`src/rtl/multicycle_controller_if.sv`:
```
// Control/status bundle between multicycle_controller (master) and the 8-bit datapath (slave).
interface multicycle_controller_if;
  logic [3:0] IrToCU;
  logic [4:0] DiToCU;
  logic [2:0] CznToCU;
  logic       pcInc, pcLoadEn, diLoadEn, irWriteEn, trWriteEn;
  logic       aRegWriteEn, bRegWriteEn, aluResWriteEn, accumulatorWriteEn, ldCZN;
  logic       memoryReadEn, memoryWriteEn;
  logic       PcOrTR, reg1Or2, regOrMem, RegBOr0, RegAOr0;
  logic [1:0] aluOpControl;
  logic       halted;

  modport master (
    input  IrToCU, DiToCU, CznToCU,
    output pcInc, pcLoadEn, diLoadEn, irWriteEn, trWriteEn,
    output aRegWriteEn, bRegWriteEn, aluResWriteEn, accumulatorWriteEn, ldCZN,
    output memoryReadEn, memoryWriteEn,
    output PcOrTR, reg1Or2, regOrMem, RegBOr0, RegAOr0, aluOpControl, halted
  );

  modport slave (
    output IrToCU, DiToCU, CznToCU,
    input  pcInc, pcLoadEn, diLoadEn, irWriteEn, trWriteEn,
    input  aRegWriteEn, bRegWriteEn, aluResWriteEn, accumulatorWriteEn, ldCZN,
    input  memoryReadEn, memoryWriteEn,
    input  PcOrTR, reg1Or2, regOrMem, RegBOr0, RegAOr0, aluOpControl, halted
  );
endinterface

```
`src/rtl/multicycle_controller.sv`:
```
// Moore control FSM for the 8-bit multi-cycle CPU datapath.
// Define CTRL_LDA_FLAGS_EN to make LDA update the C/Z/N flags as well.
module multicycle_controller (
  input logic                     clk,
  input logic                     rst,
  multicycle_controller_if.master bus
);
  localparam logic [3:0] FETCH  = 4'd0;
  localparam logic [3:0] DECODE = 4'd1;
  localparam logic [3:0] ADDR   = 4'd2;
  localparam logic [3:0] LD_MEM = 4'd3;
  localparam logic [3:0] LD_ALU = 4'd4;
  localparam logic [3:0] ST_A   = 4'd5;
  localparam logic [3:0] ST_ALU = 4'd6;
  localparam logic [3:0] ST_MEM = 4'd7;
  localparam logic [3:0] JUMP   = 4'd8;
  localparam logic [3:0] RR_A   = 4'd9;
  localparam logic [3:0] RR_B   = 4'd10;
  localparam logic [3:0] RR_ALU = 4'd11;
  localparam logic [3:0] WB     = 4'd12;
  localparam logic [3:0] HALT   = 4'd13;

  logic [3:0] state, nextState;
  logic [2:0] op;
  logic       isRegOp, zFlag, cFlag;

  assign op      = bus.IrToCU[3:1];
  assign isRegOp = (bus.IrToCU[3:2] == 2'b11);
  assign zFlag   = bus.CznToCU[1];
  assign cFlag   = bus.CznToCU[0];

  always_ff @(posedge clk) begin
    if (rst) state <= FETCH;
    else     state <= nextState;
  end

  always_comb begin
    nextState = FETCH;
    case (state)
      FETCH:  nextState = DECODE;
      DECODE: begin
        if (isRegOp)            nextState = RR_A;
        else if (op == 3'b101)  nextState = HALT;
        else                    nextState = ADDR;
      end
      ADDR: begin
        case (op)
          3'b000:  nextState = LD_MEM;
          3'b001:  nextState = ST_A;
          3'b010:  nextState = JUMP;
          3'b011:  nextState = zFlag ? JUMP : FETCH;
          3'b100:  nextState = cFlag ? JUMP : FETCH;
          default: nextState = FETCH;
        endcase
      end
      LD_MEM: nextState = LD_ALU;
      LD_ALU: nextState = WB;
      ST_A:   nextState = ST_ALU;
      ST_ALU: nextState = ST_MEM;
      ST_MEM: nextState = FETCH;
      JUMP:   nextState = FETCH;
      RR_A:   nextState = RR_B;
      RR_B:   nextState = RR_ALU;
      RR_ALU: nextState = WB;
      WB:     nextState = FETCH;
      HALT:   nextState = HALT;
      default: nextState = FETCH;
    endcase
  end

  // Outputs are forced low while rst is high, independent of the current state.
  always_comb begin
    bus.pcInc              = 1'b0;
    bus.pcLoadEn           = 1'b0;
    bus.diLoadEn           = 1'b0;
    bus.irWriteEn          = 1'b0;
    bus.trWriteEn          = 1'b0;
    bus.aRegWriteEn        = 1'b0;
    bus.bRegWriteEn        = 1'b0;
    bus.aluResWriteEn      = 1'b0;
    bus.accumulatorWriteEn = 1'b0;
    bus.ldCZN              = 1'b0;
    bus.memoryReadEn       = 1'b0;
    bus.memoryWriteEn      = 1'b0;
    bus.PcOrTR             = 1'b0;
    bus.reg1Or2            = 1'b0;
    bus.regOrMem           = 1'b0;
    bus.RegBOr0            = 1'b0;
    bus.RegAOr0            = 1'b0;
    bus.aluOpControl       = '0;
    bus.halted             = 1'b0;
    if (!rst) begin
      case (state)
        FETCH: begin
          bus.PcOrTR       = 1'b1;
          bus.memoryReadEn = 1'b1;
          bus.irWriteEn    = 1'b1;
          bus.pcInc        = 1'b1;
        end
        DECODE: bus.diLoadEn = 1'b1;
        ADDR: begin
          bus.PcOrTR       = 1'b1;
          bus.memoryReadEn = 1'b1;
          bus.trWriteEn    = 1'b1;
          bus.pcInc        = 1'b1;
        end
        LD_MEM: begin
          bus.memoryReadEn = 1'b1;
          bus.bRegWriteEn  = 1'b1;
        end
        LD_ALU: begin
          bus.RegAOr0       = 1'b1;
          bus.aluResWriteEn = 1'b1;
`ifdef CTRL_LDA_FLAGS_EN
          bus.ldCZN         = 1'b1;
`else
          bus.ldCZN         = 1'b0;
`endif
        end
        ST_A:   bus.aRegWriteEn = 1'b1;
        ST_ALU: begin
          bus.RegBOr0       = 1'b1;
          bus.aluResWriteEn = 1'b1;
        end
        ST_MEM: bus.memoryWriteEn = 1'b1;
        JUMP:   bus.pcLoadEn = 1'b1;
        RR_A:   bus.aRegWriteEn = 1'b1;
        RR_B: begin
          bus.reg1Or2     = 1'b1;
          bus.regOrMem    = 1'b1;
          bus.bRegWriteEn = 1'b1;
        end
        RR_ALU: begin
          bus.aluOpControl  = bus.IrToCU[1:0];
          bus.aluResWriteEn = 1'b1;
          bus.ldCZN         = 1'b1;
        end
        WB: begin
          bus.accumulatorWriteEn = 1'b1;
          bus.reg1Or2            = isRegOp;
        end
        HALT:   bus.halted = 1'b1;
        default: ;
      endcase
    end
  end
endmodule

```
`src/flat_wrapper.sv`:
```
// flat-port wrapper written by rule: the top's interface ports become plain ports
module multicycle_controller_flat 
  (clk, rst, bus_IrToCU, bus_DiToCU, bus_CznToCU, bus_pcInc, bus_pcLoadEn, bus_diLoadEn, bus_irWriteEn, bus_trWriteEn, bus_aRegWriteEn, bus_bRegWriteEn, bus_aluResWriteEn, bus_accumulatorWriteEn, bus_ldCZN, bus_memoryReadEn, bus_memoryWriteEn, bus_PcOrTR, bus_reg1Or2, bus_regOrMem, bus_RegBOr0, bus_RegAOr0, bus_aluOpControl, bus_halted);
  multicycle_controller_if bus_i ();
  input logic clk;
  input logic rst;
  input wire logic [$bits(bus_i.IrToCU)-1:0] bus_IrToCU;
  input wire logic [$bits(bus_i.DiToCU)-1:0] bus_DiToCU;
  input wire logic [$bits(bus_i.CznToCU)-1:0] bus_CznToCU;
  output wire logic [$bits(bus_i.pcInc)-1:0] bus_pcInc;
  output wire logic [$bits(bus_i.pcLoadEn)-1:0] bus_pcLoadEn;
  output wire logic [$bits(bus_i.diLoadEn)-1:0] bus_diLoadEn;
  output wire logic [$bits(bus_i.irWriteEn)-1:0] bus_irWriteEn;
  output wire logic [$bits(bus_i.trWriteEn)-1:0] bus_trWriteEn;
  output wire logic [$bits(bus_i.aRegWriteEn)-1:0] bus_aRegWriteEn;
  output wire logic [$bits(bus_i.bRegWriteEn)-1:0] bus_bRegWriteEn;
  output wire logic [$bits(bus_i.aluResWriteEn)-1:0] bus_aluResWriteEn;
  output wire logic [$bits(bus_i.accumulatorWriteEn)-1:0] bus_accumulatorWriteEn;
  output wire logic [$bits(bus_i.ldCZN)-1:0] bus_ldCZN;
  output wire logic [$bits(bus_i.memoryReadEn)-1:0] bus_memoryReadEn;
  output wire logic [$bits(bus_i.memoryWriteEn)-1:0] bus_memoryWriteEn;
  output wire logic [$bits(bus_i.PcOrTR)-1:0] bus_PcOrTR;
  output wire logic [$bits(bus_i.reg1Or2)-1:0] bus_reg1Or2;
  output wire logic [$bits(bus_i.regOrMem)-1:0] bus_regOrMem;
  output wire logic [$bits(bus_i.RegBOr0)-1:0] bus_RegBOr0;
  output wire logic [$bits(bus_i.RegAOr0)-1:0] bus_RegAOr0;
  output wire logic [$bits(bus_i.aluOpControl)-1:0] bus_aluOpControl;
  output wire logic [$bits(bus_i.halted)-1:0] bus_halted;
  assign bus_i.IrToCU = bus_IrToCU;
  assign bus_i.DiToCU = bus_DiToCU;
  assign bus_i.CznToCU = bus_CznToCU;
  assign bus_pcInc = bus_i.pcInc;
  assign bus_pcLoadEn = bus_i.pcLoadEn;
  assign bus_diLoadEn = bus_i.diLoadEn;
  assign bus_irWriteEn = bus_i.irWriteEn;
  assign bus_trWriteEn = bus_i.trWriteEn;
  assign bus_aRegWriteEn = bus_i.aRegWriteEn;
  assign bus_bRegWriteEn = bus_i.bRegWriteEn;
  assign bus_aluResWriteEn = bus_i.aluResWriteEn;
  assign bus_accumulatorWriteEn = bus_i.accumulatorWriteEn;
  assign bus_ldCZN = bus_i.ldCZN;
  assign bus_memoryReadEn = bus_i.memoryReadEn;
  assign bus_memoryWriteEn = bus_i.memoryWriteEn;
  assign bus_PcOrTR = bus_i.PcOrTR;
  assign bus_reg1Or2 = bus_i.reg1Or2;
  assign bus_regOrMem = bus_i.regOrMem;
  assign bus_RegBOr0 = bus_i.RegBOr0;
  assign bus_RegAOr0 = bus_i.RegAOr0;
  assign bus_aluOpControl = bus_i.aluOpControl;
  assign bus_halted = bus_i.halted;
  multicycle_controller u_core (.clk(clk), .rst(rst), .bus(bus_i));
endmodule
```
`config.mk`:
```
export PLATFORM = sky130hd
export DESIGN_NAME = multicycle_controller_flat
export DESIGN_NICKNAME = d
export VERILOG_FILES = /design/src/rtl/multicycle_controller_if.sv /design/src/rtl/multicycle_controller.sv /design/src/flat_wrapper.sv
export SDC_FILE = /design/constraint.sdc
export NUM_CORES = 1
export LEC_CHECK = 0
export CAP_MARGIN = 30
export CORE_MARGIN = 1.5
export CORE_UTILIZATION = 41
export DETAILED_ROUTE_END_ITERATION = 10
export GPL_TIMING_DRIVEN = 0
export PLACE_DENSITY = 0.95
export SYNTH_ARGS = -nofsm -noshare
export SYNTH_HDL_FRONTEND = slang
export SYNTH_SLANG_ARGS = --single-unit
```
`constraint.sdc`:
```
create_clock -name clk -period 2.15 [get_ports clk]
set_input_delay 0.215 -clock clk [delete_from_list [all_inputs] [get_ports clk]]
set_output_delay 0.215 -clock clk [all_outputs]
set_load 0.01 [all_outputs]
```
### Yosys cells after proc, flatten, opt, wreduce, memory -nomap -nowiden

Index checks and enable logic that the tools add are counted.

* register bits: 4
* input bits: 14
* output and inout bits: 20
* logic and storage cells: 70

* reductions and logical operators: 8
* muxes and demuxes: 42
* eq/ne operators: 19

Operator list (count)
* $pmux W4 S10: 1
* $mux W1: 33
* $eq A4 B4 Y1 const B: 6
* $pmux W4 S5: 1
* $eq A4 B3 Y1 const B: 4
* $mux W4: 4
* $eq A4 B2 Y1 const B: 2
* $reduce_or A2 Y1: 4
* $eq A3 B2 Y1 const B: 2
* $eq A3 B3 Y1 const B: 2
* $reduce_or A3 Y1: 2
* $eq A4 B1 Y1 const B: 1
* $logic_not A4 Y1: 1
* $mux W2: 2
* $eq A3 B1 Y1 const B: 1
* $logic_not A3 Y1: 1
* $eq A2 B2 Y1 const B: 1
* $pmux W1 S2: 1

### Longest topological paths before layout

* depth in word-level cells: 4
* gate-level depth with buffers: 5
* depth with buffers taken out: 4

### Worst setup path before layout

OpenSTA, ideal clock, no wires.

* path kind: flip-flop to output port
* start point: reg u_core.state[3]
* end point: out bus_pcInc
* required time: 1.935 ns
* arrival: 1.158 ns
* stages on the path, launching flop included: 5
* slack: 0.777 ns
* buffers on the path: 2
* cell sequence: dfxtp_1 > or2_1 > buf_6 > nor3_1 > buf_4

* cells in the longest elaborated chain, start to end: 4
* elaborated cells on any way between the ends: 5
* those cells by class: eq/ne: 1; mux: 2; reduce/logical: 2

Ends and longest elaborated chain
* start, declared: line multicycle_controller.sv:23 `logic [3:0] state, nextState;`
* start signal, assigned: line multicycle_controller.sv:34 `else state <= nextState;`
* $eq A4 B2 Y1 or $logic_not A4 Y1 (tied branches)
* $reduce_or A2 Y1 (no line) (*)
* $mux W1 (*) (2 in series)
* end, declared: line flat_wrapper.sv:10 `output wire logic [$bits(bus_i.pcInc)-1:0] bus_pcInc;`

Mark *: on every way between the ends. The rest lies on a longest branch, timed or not.

### Worst setup path after layout

* start point: reg u_core.state[0]
* end point: out bus_aluOpControl[0]

* cells in the longest elaborated chain, start to end: 3

Ends and longest elaborated chain
* $eq A4 B4 Y1: line multicycle_controller.sv:93 `case (state)`
* $mux W2: line multicycle_controller.sv:93
* $mux W2: line multicycle_controller.sv:92 `if (!rst) begin`
* end, declared: line flat_wrapper.sv:27 `output wire logic [$bits(bus_i.aluOpControl)-1:0] bus_aluOpControl;`

Every way passes these cells.

==> impl_metrics.json <==
{
  "p_leak_uw": 0.0003344,
  "dp.final_hpwl_microns": 1263,
  "critPathMaxStageDelay_ns": 0.54,
  "fin_tns_setup_ns": 0,
  "path_buf_inv": 2,
  "drt-initial-drc-count": 15,
  "critPathArrivalTime_ns": 1.84,
  "ys_seq_area_share_pct": 12.85,
  "crit_path_end_kind": "output pin",
  "wire_per_inst_microns": 13.51,
  "p_total_uw": 896.6,
  "track_usage_pct": 19.52,
  "syn_to_final_growth_pct": 48.39,
  "crit_chain": "buf_4 > nand2_4 > nor3_4 > and2_1 > clkdlybuf4s50_1",
  "io_pins": 34,
  "synthDistinctLibCells": 36,
  "finalSetupViolations": 0,
  "grt_max_degree": 11,
  "hp-class": "input port to register",
  "maxCapViolCount": 0,
  "antenna_found_initial": 0,
  "final_net_count": 123,
  "final-hold-violation-count": 0,
  "synth-edff-count": 0,
  "nFillCells": 120,
  "crit_family": "buffers and inverters",
  "status": "finished clean",
  "synth_nets": 92,
  "synth_async_sr_flop_share_pct": 0,
  "path_clk_slew_ns": 0.04,
  "slew_viol_final": 0,
  "die_area_sq_um": 1763,
  "drive_gt1_share_pct": 23.36,
  "critPathSlowestCell": "clkdlybuf4s50_1",
  "worst_setup_path_start_kind": "register",
  "drc": 0,
  "ys.flop_type": "dfxtp_1",
  "drtAntennaViolNets": 0,
  "die_w_microns": 41.99,
  "path_class": "register to output pin",
  "reg_top3": "u_core.state: 4 flops",
  "cp_max_fo": 10,
  "clk_latency_ns": 0.24,
  "skew_ns": 0.007871,
  "grt-ovfl-total": 0,
  "cts_tree": "yes",
  "period_share_pct": 95.44,
  "max_freq_ghz": 0.4874,
  "clockBufferDepth": 2,
  "required_ns": 1.93,
  "rsz0062_at_grt": "no",
  "routed_via_density": 5.574,
  "die_h_microns": 41.99,
  "ir_worst_vdd_uv": 349.5,
  "gp_congestion": 0.8395,
  "antenna_cells": 0,
  "yosysWarningCount": 0,
  "syn_area_sq_um": 623.1,
  "ctsHoldBuffers": 0,
  "cellPowerDensity_nw_per_um2": 969.7,
  "num_vias": 680,
  "dr.pass1.iters": 4,
  "grt_pass1_wl_microns": 2663,
  "htreeDepth": 1,
  "routed_wl_microns": 1648,
  "min_period_ns": 2.052,
  "portBuffers": 26,
  "postCtsSetupBuffers": 0,
  "ys_ff_latch": 4,
  "largest-register": "u_core.state",
  "grt_pass1_vias": 614,
  "clockRootBuffer": "clkbuf_4",
  "core-area_sq_um": 1366,
  "syn_avg_cell_area_sq_um": 7.988,
  "initial_core_util_pct": 45.60,
  "slew_headroom_pct": 72.51,
  "cts_resized": 0,
  "cts_sinks": 4,
  "worst_pin_slew_ns": 0.4124,
  "rows": 13,
  "syn_inst": 78,
  "largest_register_ffs": 4,
  "cts_made_buffers": 3
}
[placed cells by master (no fill, tap or decap), types with 2 or more instances in the layout]
| cell type | synthesis | layout |
|---|---|---|
| clkdlybuf4s50_1 | 0 | 26 |
| nor3_1 | 14 | 14 |
| a21oi_1 | 6 | 6 |
| buf_6 | 4 | 4 |
| dfxtp_1 | 4 | 4 |
| buf_4 | 3 | 3 |
| nand2b_4 | 3 | 3 |
| nand2_1 | 3 | 3 |
| nand2b_1 | 3 | 3 |
| nor2_1 | 3 | 3 |
| nor2_4 | 3 | 3 |
| clkbuf_4 | 0 | 3 |
| nor3_4 | 2 | 2 |
| and2_1 | 2 | 2 |
| or2_1 | 2 | 2 |
| o211ai_1 | 2 | 2 |
| o21bai_1 | 2 | 2 |
| o21ai_0 | 2 | 2 |
[cell type report]
class	instances	area, sq um	area share, %
plain buffers	9	76.32	8.254
clock buffers	3	22.52	2.436
inverters	1	3.754	0.4060
multi-input cells	64	462.9	50.07
flip-flops and latches	4	80.08	8.660
well taps	15	18.77	2.030
repair buffers	26	260.3	28.15
[where the power goes]
group          internal (uW)  total (uW)  switching, uW
Combinational            323         672            349
Clock                   62.7        97.1           34.4
Sequential              99.0         128           28.6
[metrics by stage]
stage                     util, %  hold slack [ns]  cell area, sq um  cells  setup slack, ns
after CTS                   67.67           0.4621             924.6    122          0.07678
final                       67.67           0.4663             924.6    122          0.09812
after floorplan                 -           0.3877             623.1     78           0.7768
after global placement      66.03           0.7116             902.1    119           0.3991
after detailed placement    66.03           0.7165             902.1    119           0.3542
after global routing        67.67           0.5036             924.6    122          0.01109
[cells in the mapped netlist (2+ instances only)]
master,count,area [sq um]
a21oi_1,6,30.03
and2_1,2,12.51
buf_4,3,22.52
buf_6,4,45.04
dfxtp_1,4,80.08
nand2_1,3,11.26
nand2b_1,3,18.77
nand2b_4,3,41.29
nor2_1,3,11.26
nor2_4,3,33.78
nor3_1,14,70.07
nor3_4,2,32.53
o211ai_1,2,15.01
o21ai_0,2,10.01
o21bai_1,2,15.01
or2_1,2,12.51
[tightest hold or removal path: cells and delay by family]
kind / cells / cell delay, ns
buffers and inverters: 1 / 0.20
AO/OA/AOI/OAI: 2 / 0.25
[cells by family after synthesis]
logic type      Yosys count  synth area share, %
xor+xnor                  2                2.812
buf+inv                  10                12.85
simple gates             41                46.59
compound gates           20                23.29
flops                     4                12.85
mux                       1                1.606
[worst paths after layout]
check                           cells past startpoint  slack, ns                  startpoint                    endpoint
worst max-delay path                                5        0.1  u_core.state[0]$_SDFF_PP0_         bus_aluOpControl[0]
worst min-delay path                                3       0.47                         rst  u_core.state[0]$_SDFF_PP0_
worst max register to register                      4       0.98  u_core.state[0]$_SDFF_PP0_  u_core.state[2]$_SDFF_PP0_
worst min register to register                      4       0.76  u_core.state[0]$_SDFF_PP0_  u_core.state[2]$_SDFF_PP0_
[layer usage]
layer  global-route usage, %  vias up  part of all wire [%]
li1                        -      339                     -
met4                   9.677        0                   1.5
met2                   34.38       35                    49
met5                       0        -                     0
met3                   1.724        2                   6.6
met1                   23.38      304                    43
(Power assumes the default switching activity.)
